==> config.mk <==
export PLATFORM = sky130hd
export DESIGN_NAME = hazard_ctrl
export DESIGN_NICKNAME = d
export VERILOG_FILES = /design/src/rtl/hazard_ctrl.sv
export SDC_FILE = /design/constraint.sdc
export NUM_CORES = 1
export LEC_CHECK = 0
export ABC_AREA = 1
export CAP_MARGIN = 20
export CORE_ASPECT_RATIO = 0.6
export CORE_MARGIN = 2
export CORE_UTILIZATION = 35
export DETAILED_ROUTE_END_ITERATION = 6
export GPL_ROUTABILITY_DRIVEN = 0
export PLACE_DENSITY = 0.59
export SYNTH_ARGS = -nofsm -noshare
export SYNTH_HDL_FRONTEND = slang
export SYNTH_SLANG_ARGS = --single-unit
export TNS_END_PERCENT = 1
==> constraint.sdc <==
create_clock -name clk -period 2.7 [get_ports clk]
set_input_delay 0.54 -clock clk [delete_from_list [all_inputs] [get_ports clk]]
set_output_delay 0.54 -clock clk [all_outputs]
set_load 0.01 [all_outputs]
==> src/rtl/hazard_ctrl.sv <==
// rtl/hazard_ctrl.sv - pipeline hazard controller: stalls, flushes, forwarding, memory wait sequencing
module hazard_ctrl #(
    parameter int DMEM_TIMEOUT = 255,
    parameter int CNT_W        = 32
) (
    input  logic             clk,
    input  logic             rstn,
    input  logic [4:0]       rs1_d,
    input  logic [4:0]       rs2_d,
    input  logic             rs1_used_d,
    input  logic             rs2_used_d,
    input  logic [4:0]       rs1_e,
    input  logic [4:0]       rs2_e,
    input  logic [4:0]       rd_e,
    input  logic             mem_read_e,
    input  logic [4:0]       rd_m,
    input  logic             reg_write_m,
    input  logic [4:0]       rd_w,
    input  logic             reg_write_w,
    input  logic             branch_taken_e,
    input  logic             dmem_req_m,
    input  logic             dmem_ready,
    input  logic             imem_ready,
    output logic             fstall,
    output logic             stall_d,
    output logic             stall_e,
    output logic             stall_m,
    output logic             flush_d,
    output logic             flush_e,
    output logic             flush_w,
    output logic [1:0]       fwd_a_e,
    output logic [1:0]       fwd_b_e,
    output logic [CNT_W-1:0] stall_cnt,
    output logic [CNT_W-1:0] flush_cnt,
    output logic             err_timeout
);

    typedef enum logic [1:0] {RUN, DWAIT, IWAIT} state_t;

    localparam logic [16:0] TIMEOUT = 17'(DMEM_TIMEOUT);

    state_t      state, state_nxt;
    logic [15:0] wait_cnt;
    logic        dmem_wait;
    logic        load_use;

    function automatic logic [1:0] fwd_sel(input logic [4:0] r,
                                           input logic [4:0] m, input logic wm,
                                           input logic [4:0] w, input logic ww);
        if (wm && m != 5'd0 && m == r)
            return 2'd2;
        else if (ww && w != 5'd0 && w == r)
            return 2'd1;
        else
            return 2'd0;
    endfunction

    assign dmem_wait = (state == DWAIT) || (dmem_req_m && !dmem_ready);
    assign load_use  = mem_read_e && (rd_e != 5'd0) &&
                       ((rs1_used_d && rs1_d == rd_e) || (rs2_used_d && rs2_d == rd_e));

    always_comb begin
        fstall  = 1'b0;
        stall_d = 1'b0;
        stall_e = 1'b0;
        stall_m = 1'b0;
        flush_d = 1'b0;
        flush_e = 1'b0;
        flush_w = 1'b0;
        fwd_a_e = 2'd0;
        fwd_b_e = 2'd0;
        if (!rstn) begin
            flush_d = 1'b1;
            flush_e = 1'b1;
            flush_w = 1'b1;
        end else begin
            fwd_a_e = fwd_sel(rs1_e, rd_m, reg_write_m, rd_w, reg_write_w);
            fwd_b_e = fwd_sel(rs2_e, rd_m, reg_write_m, rd_w, reg_write_w);
            if (dmem_wait) begin
                fstall  = 1'b1;
                stall_d = 1'b1;
                stall_e = 1'b1;
                stall_m = 1'b1;
                flush_w = 1'b1;
            end else if (branch_taken_e) begin
                flush_d = 1'b1;
                flush_e = 1'b1;
            end else begin
                if (load_use) begin
                    fstall  = 1'b1;
                    stall_d = 1'b1;
                    flush_e = 1'b1;
                end
                // A held F/D register must not also be bubbled.
                if (!imem_ready) begin
                    fstall  = 1'b1;
                    flush_d = !load_use;
                end
            end
        end
    end

    always_comb begin
        state_nxt = state;
        case (state)
            RUN, IWAIT: begin
                if (dmem_req_m && !dmem_ready)
                    state_nxt = DWAIT;
                else if (!imem_ready)
                    state_nxt = IWAIT;
                else
                    state_nxt = RUN;
            end
            DWAIT:   state_nxt = dmem_ready ? RUN : DWAIT;
            default: state_nxt = RUN;
        endcase
    end

    always_ff @(posedge clk or negedge rstn) begin
        if (!rstn) begin
            state       <= RUN;
            wait_cnt    <= 16'd0;
            err_timeout <= 1'b0;
            stall_cnt   <= '0;
            flush_cnt   <= '0;
        end else begin
            state     <= state_nxt;
            stall_cnt <= stall_cnt + {{(CNT_W-1){1'b0}}, fstall};
            flush_cnt <= flush_cnt + {{(CNT_W-1){1'b0}}, branch_taken_e && !dmem_wait};
            if (state == DWAIT) begin
                if ({1'b0, wait_cnt} + 17'd1 >= TIMEOUT)
                    err_timeout <= 1'b1;
                if (dmem_ready)
                    wait_cnt <= 16'd0;
                else if (wait_cnt != 16'hFFFF)
                    wait_cnt <= wait_cnt + 16'd1;
            end else begin
                wait_cnt <= 16'd0;
            end
        end
    end

endmodule

# Yosys cells after proc, flatten, opt, wreduce, memory -nomap -nowiden
# Cells that the tools add are included.
[classes]
n_addsub = 4
reduce_logical = 23
order_cmp = 1
muxes = 31
n_eq_ne = 10
[op_table]
columns = ["operator", "n"]
rows = [
  ["$add A32 B1 Y32", 2],
  ["$mux W16", 3],
  ["$eq A5 B5 Y1", 6],
  ["$mux W1", 21],
  ["$add A16 B1 Y17 const B", 1],
  ["$ge A17 B8 Y1 const B", 1],
  ["$add A16 B1 Y16 const B", 1],
  ["$ne A16 B16 Y1 const B", 1],
  ["$reduce_bool A5 Y1", 3],
  ["$logic_and A1 B1 Y1", 12],
  ["$mux W2", 6],
  ["$pmux W2 S2", 1],
  ["$logic_not A1 Y1", 3],
  ["$ne A3 B2 Y1 const B", 1],
  ["$eq A2 B1 Y1 const B", 1],
  ["$eq A2 B2 Y1 const B", 1],
  ["$logic_not A2 Y1", 1],
  ["$logic_or A1 B1 Y1", 2],
  ["$reduce_and A2 Y1", 1],
  ["$reduce_or A2 Y1", 1],
]
[totals]
wordCells = 74
out_inout_bits = 76
register_bits = 83
in_bits = 46

# Longest topological paths before layout
# Gate-level depths: netlist of run 1.
[depth]
ltp_word = 10
ltp_mapped = 22
mapped_depth_nobuf = 22

# Worst setup path after synthesis of run 1
# Ideal clock, no wire load.
[synth_timing]
path_kind = "input-to-reg"
startpoint = "input port rs1_d[0]"
endpoint = "register stall_cnt[30]"
setup_time_ps = 126
arrival_time_ps = 2638
t_required_ps = 2574
stages = 20
n_path_buf = 0
slack_ps = -64
path_cell_list = "or2_2 a21oi_1 nand4_1 nand2_1 nand2_1 nand2_1 nand2_1 nand2_1 ha_1 ha_1 nand3_2 inv_2 nand2_4 nor2_4 nand2_4 nor2_4 nand2_4 nor2_4 nand2_2 xnor2_2"
[synth_between]
elab_chain_len = 10
[synth_rtl]
columns = ["element", "line_no", "rtl"]
rows = [
  ["start, declared", "8", "input logic [4:0] rs1_d,"],
  ["$eq A5 B5 Y1", "60", "((rs1_used_d && rs1_d == rd_e) || (rs2_used_d && rs2_d == rd_e));"],
  ["$logic_and A1 B1 Y1", "60", ""],
  ["$logic_or A1 B1 Y1", "60", ""],
  ["$logic_and A1 B1 Y1", "59", "assign load_use = mem_read_e && (rd_e != 5'd0) &&"],
  ["$mux W1", "89", "if (load_use) begin"],
  ["$mux W1", "95", "if (!imem_ready) begin"],
  ["$mux W1", "85", "end else if (branch_taken_e) begin"],
  ["$mux W1", "79", "if (dmem_wait) begin"],
  ["$mux W1", "72", "if (!rstn) begin"],
  ["net fstall", "24", "output logic fstall,"],
  ["$add A32 B1 Y32", "128", "stall_cnt <= stall_cnt + {{(CNT_W-1){1'b0}}, fstall};"],
  ["end signal, assigned", "128", ""],
  ["end, declared", "33", "output logic [CNT_W-1:0] stall_cnt,"],
]
# The timed path passes the listed nets, and every way through them passes these cells.
# A chain may end at the register's enable or synchronous reset.

# Final worst setup path of run 1
[layout_timing]
startpoint = "input port rs1_d[0]"
endpoint = "output port flush_d"
[layout_between]
elab_chain_len = 9
[layout_rtl]
columns = ["element", "line_no", "rtl"]
rows = [
  ["$eq A5 B5 Y1", "60", ""],
  ["$logic_and A1 B1 Y1", "60", ""],
  ["$logic_or A1 B1 Y1", "60", ""],
  ["$logic_and A1 B1 Y1", "59", ""],
  ["$logic_not A1 Y1", "97", "flush_d = !load_use;"],
  ["$mux W1", "95", ""],
  ["$mux W1", "85", ""],
  ["$mux W1", "79", ""],
  ["$mux W1", "72", ""],
  ["end, declared", "28", "output logic flush_d,"],
]
# No other way between the ends.

==> results of run 1 <==
## registers in the layout, indices dropped and copies added, names as in the netlist
signal and flops:
flush_cnt 32, err_timeout 1, stall_cnt 32, wait_cnt 16
state 2
## where the power goes
part,switching (W),internal (W),total (W)
registers,0.000123,0.00134,0.00146
clock network,0.000507,0.000742,0.00125
logic,0.000282,0.000338,0.000620
## cell usage in the layout, fill, tap and decap left out, drive strengths merged, types with 5 or more instances in the layout
cell | Yosys | layout
xnor2 | 29 | 29
a21oi | 18 | 18
xor2 | 50 | 50
nand4 | 21 | 21
nor4 | 8 | 8
dfrtp | 83 | 83
clkdlybuf4s50 | 0 | 111
o21ai | 16 | 16
inv | 74 | 75
dlygate4sd2 | 0 | 5
clkbuf | 2 | 11
nor3 | 21 | 21
ha | 6 | 6
nand3 | 31 | 31
buf | 2 | 41
nor2 | 84 | 84
nand2 | 128 | 128
## stage by stage
stage,std cells,utilization,hold slack (ns),setup TNS [ns]
global placement,914,0.4829,0.4285,-8.997
detailed placement,914,0.4829,0.4443,-10.87
floorplan,582,-,0.2444,0
global route,930,0.5127,0.3153,-2.528
CTS,930,0.5067,0.2926,-0.5742
finish,930,0.5127,0.2754,-0.3976
## layout make-up
class                      instances  area (um2)  area share
multi-input combinational        421        2541      0.3671
sequential                        83        2077      0.3000
timing repair buffer             161        1505      0.2174
inverter                          74       277.8     0.04012
clock buffer                      10       239.0     0.03452
tap                              175       219.0     0.03163
clock inverter                     6       63.81    0.009217
## per-layer routing
metal | vias up | wire length, um | GRT usage | share of wire
met5 | - | 0 | 0 | 0
met3 | 8 | 728 | 0.05094 | 0.057
met2 | 120 | 5279 | 0.2593 | 0.41
li1 | 2196 | - | - | -
met4 | 0 | 98 | 0.04244 | 0.0077
met1 | 2038 | 6657 | 0.2725 | 0.52
## cells by family after synthesis
group                      Yosys count  share of synthesized area
AOI/OAI and AO/OA                   41                    0.04548
buffers and inverters               78                    0.06273
DFF                                 83                     0.4339
and+or+nand+nor                    295                     0.2961
adders and majority gates            6                    0.01568
xor gates and xnor gates            79                     0.1461
## worst paths after layout
| kind | start | endpoint | slack, ns |
|---|---|---|---|
| worst max-delay path | rs1_d[0] | flush_d | -0.18 |
| worst min-delay path | rstn | stall_cnt[17]$_DFF_PN0_ | 0.28 |
| worst max register to register | state[0]$_DFF_PN0_ | stall_cnt[30]$_DFF_PN0_ | 0.38 |
| worst min register to register | state[0]$_DFF_PN0_ | state[1]$_DFF_PN0_ | 0.45 |
| max in group asynchronous | rstn | flush_cnt[7]$_DFF_PN0_ | 1.89 |
| min in group clk | state[0]$_DFF_PN0_ | state[1]$_DFF_PN0_ | 0.45 |
## repair_timing
item / 4_1_cts / 5_1_grt
setup endpoints to repair: 21 / 29
resized for setup: 12 / 23
pin swaps: 4 / 3
buffers inserted: 0 / 0
==> metrics.md, run 1 <==
| Metric | Value |
|---|---|
| Outcome | `finished, violations left` |
| Vias in the first global route | `between 4000 and 5000` |
| # fillers | `between 1000 and 1500` |
| Post-synth top area share | `0.4339` |
| Power Dens Cells | `approximately 480 nW/um2` |
| Routed Antenna Nets | `0` |
| Clock Latency Late Sink | `roughly 0.34 ns` |
| Delay-heaviest family, CP | `buffers and inverters` |
| Post-synth top flop | `dfrtp_1` |
| Initial Utilization | `0.3546` |
| Number of diodes | `0` |
| Die Wd | `155.0 um` |
| First-pass GRT wire length | `between 20 and 25 mm` |
| Clk sinks | `83` |
| Final wirelength | `12.76 mm` |
| # IOs | `around 120` |
| Routed len/inst | `13.72 um` |
| Die Height | `between 90 and 100 um` |
| CTS max path bufs | `2` |
| Number of DRC markers in iteration 0 | `256` |
| Ys async rst share | `1.000` |
| Routed vias | `about 4400` |
| Worst Tran Pin Value | `roughly 0.65 ns` |
| Crit path kind | `input pin to primary output` |
| Synth area leader | `dfrtp_1` |
| Critical Path Fanout Max | `3` |
| Tot Pwr | `0.003331 W` |
| Final Slew Violations | `0` |
| Synth cell count leaders | `117 x nand2_1, 83 x dfrtp_1, 73 x inv_1` |
| Mapped Cells | `slightly below 600` |
| Hold buffers post-CTS | `0` |
| Tcrit/Tclk final | `1.068` |
| Area Growth Syn to Fin | `44.62%` |
| Post-synthesis sequential area ratio | `0.4339` |
| Violations in the final reports | `negative setup slack` |
| Critical Path Most Common Cell | `clkdlybuf4s50_1` |
| Cts bufs inserted | `9` |
| Top-count cell post-synth | `nand2_1` |
| Worst Path Arrival | `between 2 and 2.5 ns` |
| Fmax | `346.9 MHz` |
| Setup slack after layout | `-0.1828 ns` |
| Port bufs | `121` |
| YS warnings | `0` |
| Critical Path RT | `between 2 and 2.5 ns` |
| Leak Pwr | `3.181 nW` |
| Cell Area, Synth | `between 4000 and 5000 um2` |
| DR vias/cell | `around 4.7` |
| Clk slew on worst S/H paths | `0.07 ns` |
| Synth Area per Inst | `~8.2 um2` |
| Worst rel slew slack | `0.5653` |
| DIE AREA | `approximately 15000 um2` |
| Maximum vdd ir drop | `around 0.29 mV` |
| Worst-case reg-to-reg path depth | `20` |
| H-tree depth | `3` |
| Worst path cell trace | `clkdlybuf4s50_1 > or2_2 > a21oi_2 > nand4_1 > nand2_1 > nand2_2 > a21oi_1 > nor2_1 > clkdlybuf4s50_1` |
| CP bufs+invs | `2` |
| Post-synth EDFFs | `0` |
| Final Skew | `slightly below 0.01 ns` |
| Max Cap Viol | `0` |
| Tmin final | `between 2 and 3 ns` |
| Final hold vios | `0` |
| Drt pass-1 iters | `5` |
| Min-Delay Path Class | `input pin to async pin` |
| WP depth | `9` |
| Core ar. | `between 10000 and 15000 um2` |
| CTS tree | `yes` |
| Placed inst area | `6520 um2` |
| Post-route cell area | `~6900 um2` |
| Critical-path top delay cell | `clkdlybuf4s50_1` |
| Endpoints failing setup | `4` |
| Synthesis-stage register bit count | `between 80 and 90` |
| Share of post-route cells with drive strength above 1 | `0.1470` |
| # DRC | `0` |
| DP Worst Slack | `-0.5104 ns` |
| Unrepaired setup endpoints after global routing | `true` |
| CP max stage delay | `0.48 ns` |
| Number of distinct library cells after synthesis | `28` |
| Crit. End Element | `primary output` |
| GRT Overall Usage | `0.1823` |
| Top cells by area, synth | `dfrtp_1 43%, nand2_1 9.2%, xor2_1 9.1%` |
| Cell Rows | `33` |
| Nets | `about 800` |
| Gr ovfl total | `0` |
| Post-Syn Nets | `634` |
| Initial antenna violation count | `0` |
| Post-DP HPWL | `10.08 mm` |
| Buffer type at the clock tree root | `clkbuf_16` |
| Largest net degree at the start of global routing | `52` |
| Startpoint Class | `input pin` |
No activity file was read; power rests on OpenSTA's default activity.
==> inputs of run 2 (changes only) <==
==> constraint.sdc (replaced) <==
create_clock -name clk -period 3.1 [get_ports clk]
set_input_delay 0.62 -clock clk [delete_from_list [all_inputs] [get_ports clk]]
set_output_delay 0.62 -clock clk [all_outputs]
set_load 0.01 [all_outputs]
==> metrics.md, run 2 (same netlist as run 1, synthesis figures left out) <==
| Metric | Value |
|---|---|
| Outcome | `completed (was finished, violations left)` |
| Critical Path RT | `2.48 ns (was 2.16 ns)` |
| Initial antenna violation count | `0 (unchanged)` |
| Post-DP HPWL | `9.666 mm (was 10.08 mm)` |
| Met3 WL | `730 um (was 728 um)` |
| Final hold vios | `0 (unchanged)` |
| # fillers | `1303 (was 1256)` |
| Tcrit/Tclk final | `0.9804` |
| Post-route cell area | `6686 um2 (was 6923 um2)` |
| Fmax | `between 300 and 400 MHz` |
| Placed inst area | `6357 um2 (was 6520 um2)` |
| Biggest regs | `flush_cnt: 32 flops, stall_cnt: 32 flops, wait_cnt: 16 flops (unchanged)` |
| Critical Path Fanout Max | `3 (unchanged)` |
| Startpoint Class | `input pin (unchanged)` |
| Final hold slack | `0.3521 ns (was 0.2754 ns)` |
| Crit path kind | `input pin to primary output (unchanged)` |
| Hold buffers post-CTS | `0 (unchanged)` |
| Share of post-route cells with drive strength above 1 | `0.1085 (was 0.1470)` |
| Routed Antenna Nets | `0 (unchanged)` |
| Vias in the first global route | `4151 (was 4274)` |
| Routed len/inst | `13.44 um (was 13.72 um)` |
| Total negative setup slack | `0 ns (was -0.3976 ns)` |
| Area Growth Syn to Fin | `39.68% (was 44.62%)` |
| FF-to-FF Start | `state[0]$_DFF_PN0_ (unchanged)` |
| CTS tree | `yes (unchanged)` |
| Routed vias | `4298 (was 4362)` |
| Cts bufs inserted | `9 (unchanged)` |
| Gr ovfl total | `0 (unchanged)` |
| Tmin final | `between 3 and 4 ns` |
| Met2 wire length | `5.004 mm (was 5.279 mm)` |
| Clk sinks | `83 (unchanged)` |
| Number of diodes | `0 (unchanged)` |
| Die Height | `94.59 um (unchanged)` |
| Commonest non-fill, non-tap cell in the layout | `nand2_1 (unchanged)` |
| Clock Latency Late Sink | `0.34 ns (about the same)` |
| Final wirelength | `12.25 mm (was 12.76 mm)` |
| Port bufs | `121 (unchanged)` |
| First-pass GRT wire length | `20.36 mm (was 21.09 mm)` |
| DR vias/cell | `4.713 (was 4.690)` |
| Cell Rows | `33 (unchanged)` |
| Final Slew Violations | `0 (unchanged)` |
| Worst Path Arrival | `2.42 ns (was 2.34 ns)` |
| Leak Pwr | `3.031 nW (was 3.181 nW)` |
| Unrepaired setup endpoints after global routing | `true (unchanged)` |
| Final Skew | `0.009753 ns (was 0.009669 ns)` |
| Die Wd | `155.0 um (unchanged)` |
| Number of DRC markers in iteration 0 | `213 (was 256)` |
| DIE AREA | `14660 um2 (unchanged)` |
| CTS max path bufs | `2 (unchanged)` |
| Top Metal Used | `met4 (unchanged)` |
| Drt pass-1 iters | `4 (was 5)` |
| Worst Tran Pin Value | `0.6595 ns (was 0.6521 ns)` |
| Worst rel slew slack | `0.5603 (was 0.5653)` |
| Crit. End Element | `primary output (unchanged)` |
| Min-Delay Path Class | `input pin to async pin (unchanged)` |
| Non-Filler Instances | `912 (was 930)` |
| Wire length on met1 | `6.432 mm (was 6.657 mm)` |
| Buffer type at the clock tree root | `clkbuf_16 (unchanged)` |
| Core ar. | `13500 um2 (unchanged)` |
| Clk slew on worst S/H paths | `0.07 ns (about the same)` |
| # DRC | `0 (unchanged)` |
| # IOs | `122 (unchanged)` |
| Maximum vdd ir drop | `0.3134 mV (was 0.2850 mV)` |
| GRT Overall Usage | `0.1749 (was 0.1823)` |
| Max Cap Viol | `0 (unchanged)` |
| H-tree depth | `3 (unchanged)` |
| Most frequent cells in the layout | `117 x nand2_1, 114 x clkdlybuf4s50_1, 83 x dfrtp_1 (was 115 x nand2_1, 111 x clkdlybuf4s50_1, 83 x dfrtp_1)` |
| Nets | `784 (was 802)` |
| Endpoints failing setup | `0 (was 4)` |
| Crit path launch | `rs1_e[1] (was rs1_d[0])` |
| Power Dens Cells | `426.8 nW/um2 (was 481.2 nW/um2)` |
| Largest net degree at the start of global routing | `52 (unchanged)` |
| Initial Utilization | `0.3546 (unchanged)` |
| # placed instances | `896 (was 914)` |
[run 2: through the flow]
| step | power, W | utilization | worst slack (ns) |
|---|---|---|---|
| 2_1_floorplan | 0.001455 | - | 0.2561 |
| 3_3_place_gp | 0.001791 | 0.4709 | -0.1529 |
| 3_5_place_dp | 0.001798 | 0.4709 | -0.2543 |
| 4_1_cts | 0.002892 | 0.4920 | 0.02671 |
| 5_1_grt | 0.003020 | 0.4952 | -0.05034 |
| 6_report | 0.002854 | 0.4952 | 0.06071 |
[run 2: final cells by class]
class / count / area (um2) / share of cell area
Timing Repair Buffer: 143 / 1369 / 0.2047
Clock buffer: 10 / 229.0 / 0.03424
Sequential cell: 83 / 2077 / 0.3106
Tap cell: 175 / 219.0 / 0.03275
Inverter: 74 / 277.8 / 0.04154
Clock inverter: 6 / 63.81 / 0.009543
Multi-Input combinational cell: 421 / 2451 / 0.3666
[run 2: power breakdown]
group | total [W] | internal (W) | switching, W
combinational | 0.000516 | 0.000282 | 0.000234
clock | 0.00107 | 0.000625 | 0.000447
sequential | 0.00127 | 0.00117 | 0.000100
total | 0.00285 | 0.00207 | 0.000781
[run 2: critical path: stages]
cell and delay (ns):
clkdlybuf4s50_1 0.54, xnor2_1 0.13, nand2_1 0.09, nor4_2 0.30, inv_1 0.07, nor2_1 0.11, clkdlybuf4s50_1 0.56
[run 2: path summary, 6_finish.rpt]
kind / slack (ns) / end / cells after the start
setup / recovery: 0.06 / fwd_a_e[1] / 7
hold / removal: 0.35 / stall_cnt[4]$_DFF_PN0_ / 2
setup reg to reg: 0.67 / stall_cnt[27]$_DFF_PN0_ / 14
hold reg to reg: 0.45 / state[1]$_DFF_PN0_ / 1
max in group asynchronous: 2.21 / flush_cnt[14]$_DFF_PN0_ / 2
min in group clk: 0.45 / state[1]$_DFF_PN0_ / 1
[run 2: repair_timing]
| action | in CTS | in global routing |
|---|---|---|
| setup buffers | 0 | 0 |
| gates resized for setup | 5 | 10 |
| setup endpoints to repair | 5 | 9 |
[run 2: per-layer routing]
| metal | up-vias | global-route usage |
|---|---|---|
| li1 | 2161 | - |
| met1 | 2015 | 0.2588 |
| met2 | 113 | 0.2507 |
| met3 | 9 | 0.04865 |
| met4 | 0 | 0.04321 |
| met5 | - | 0 |
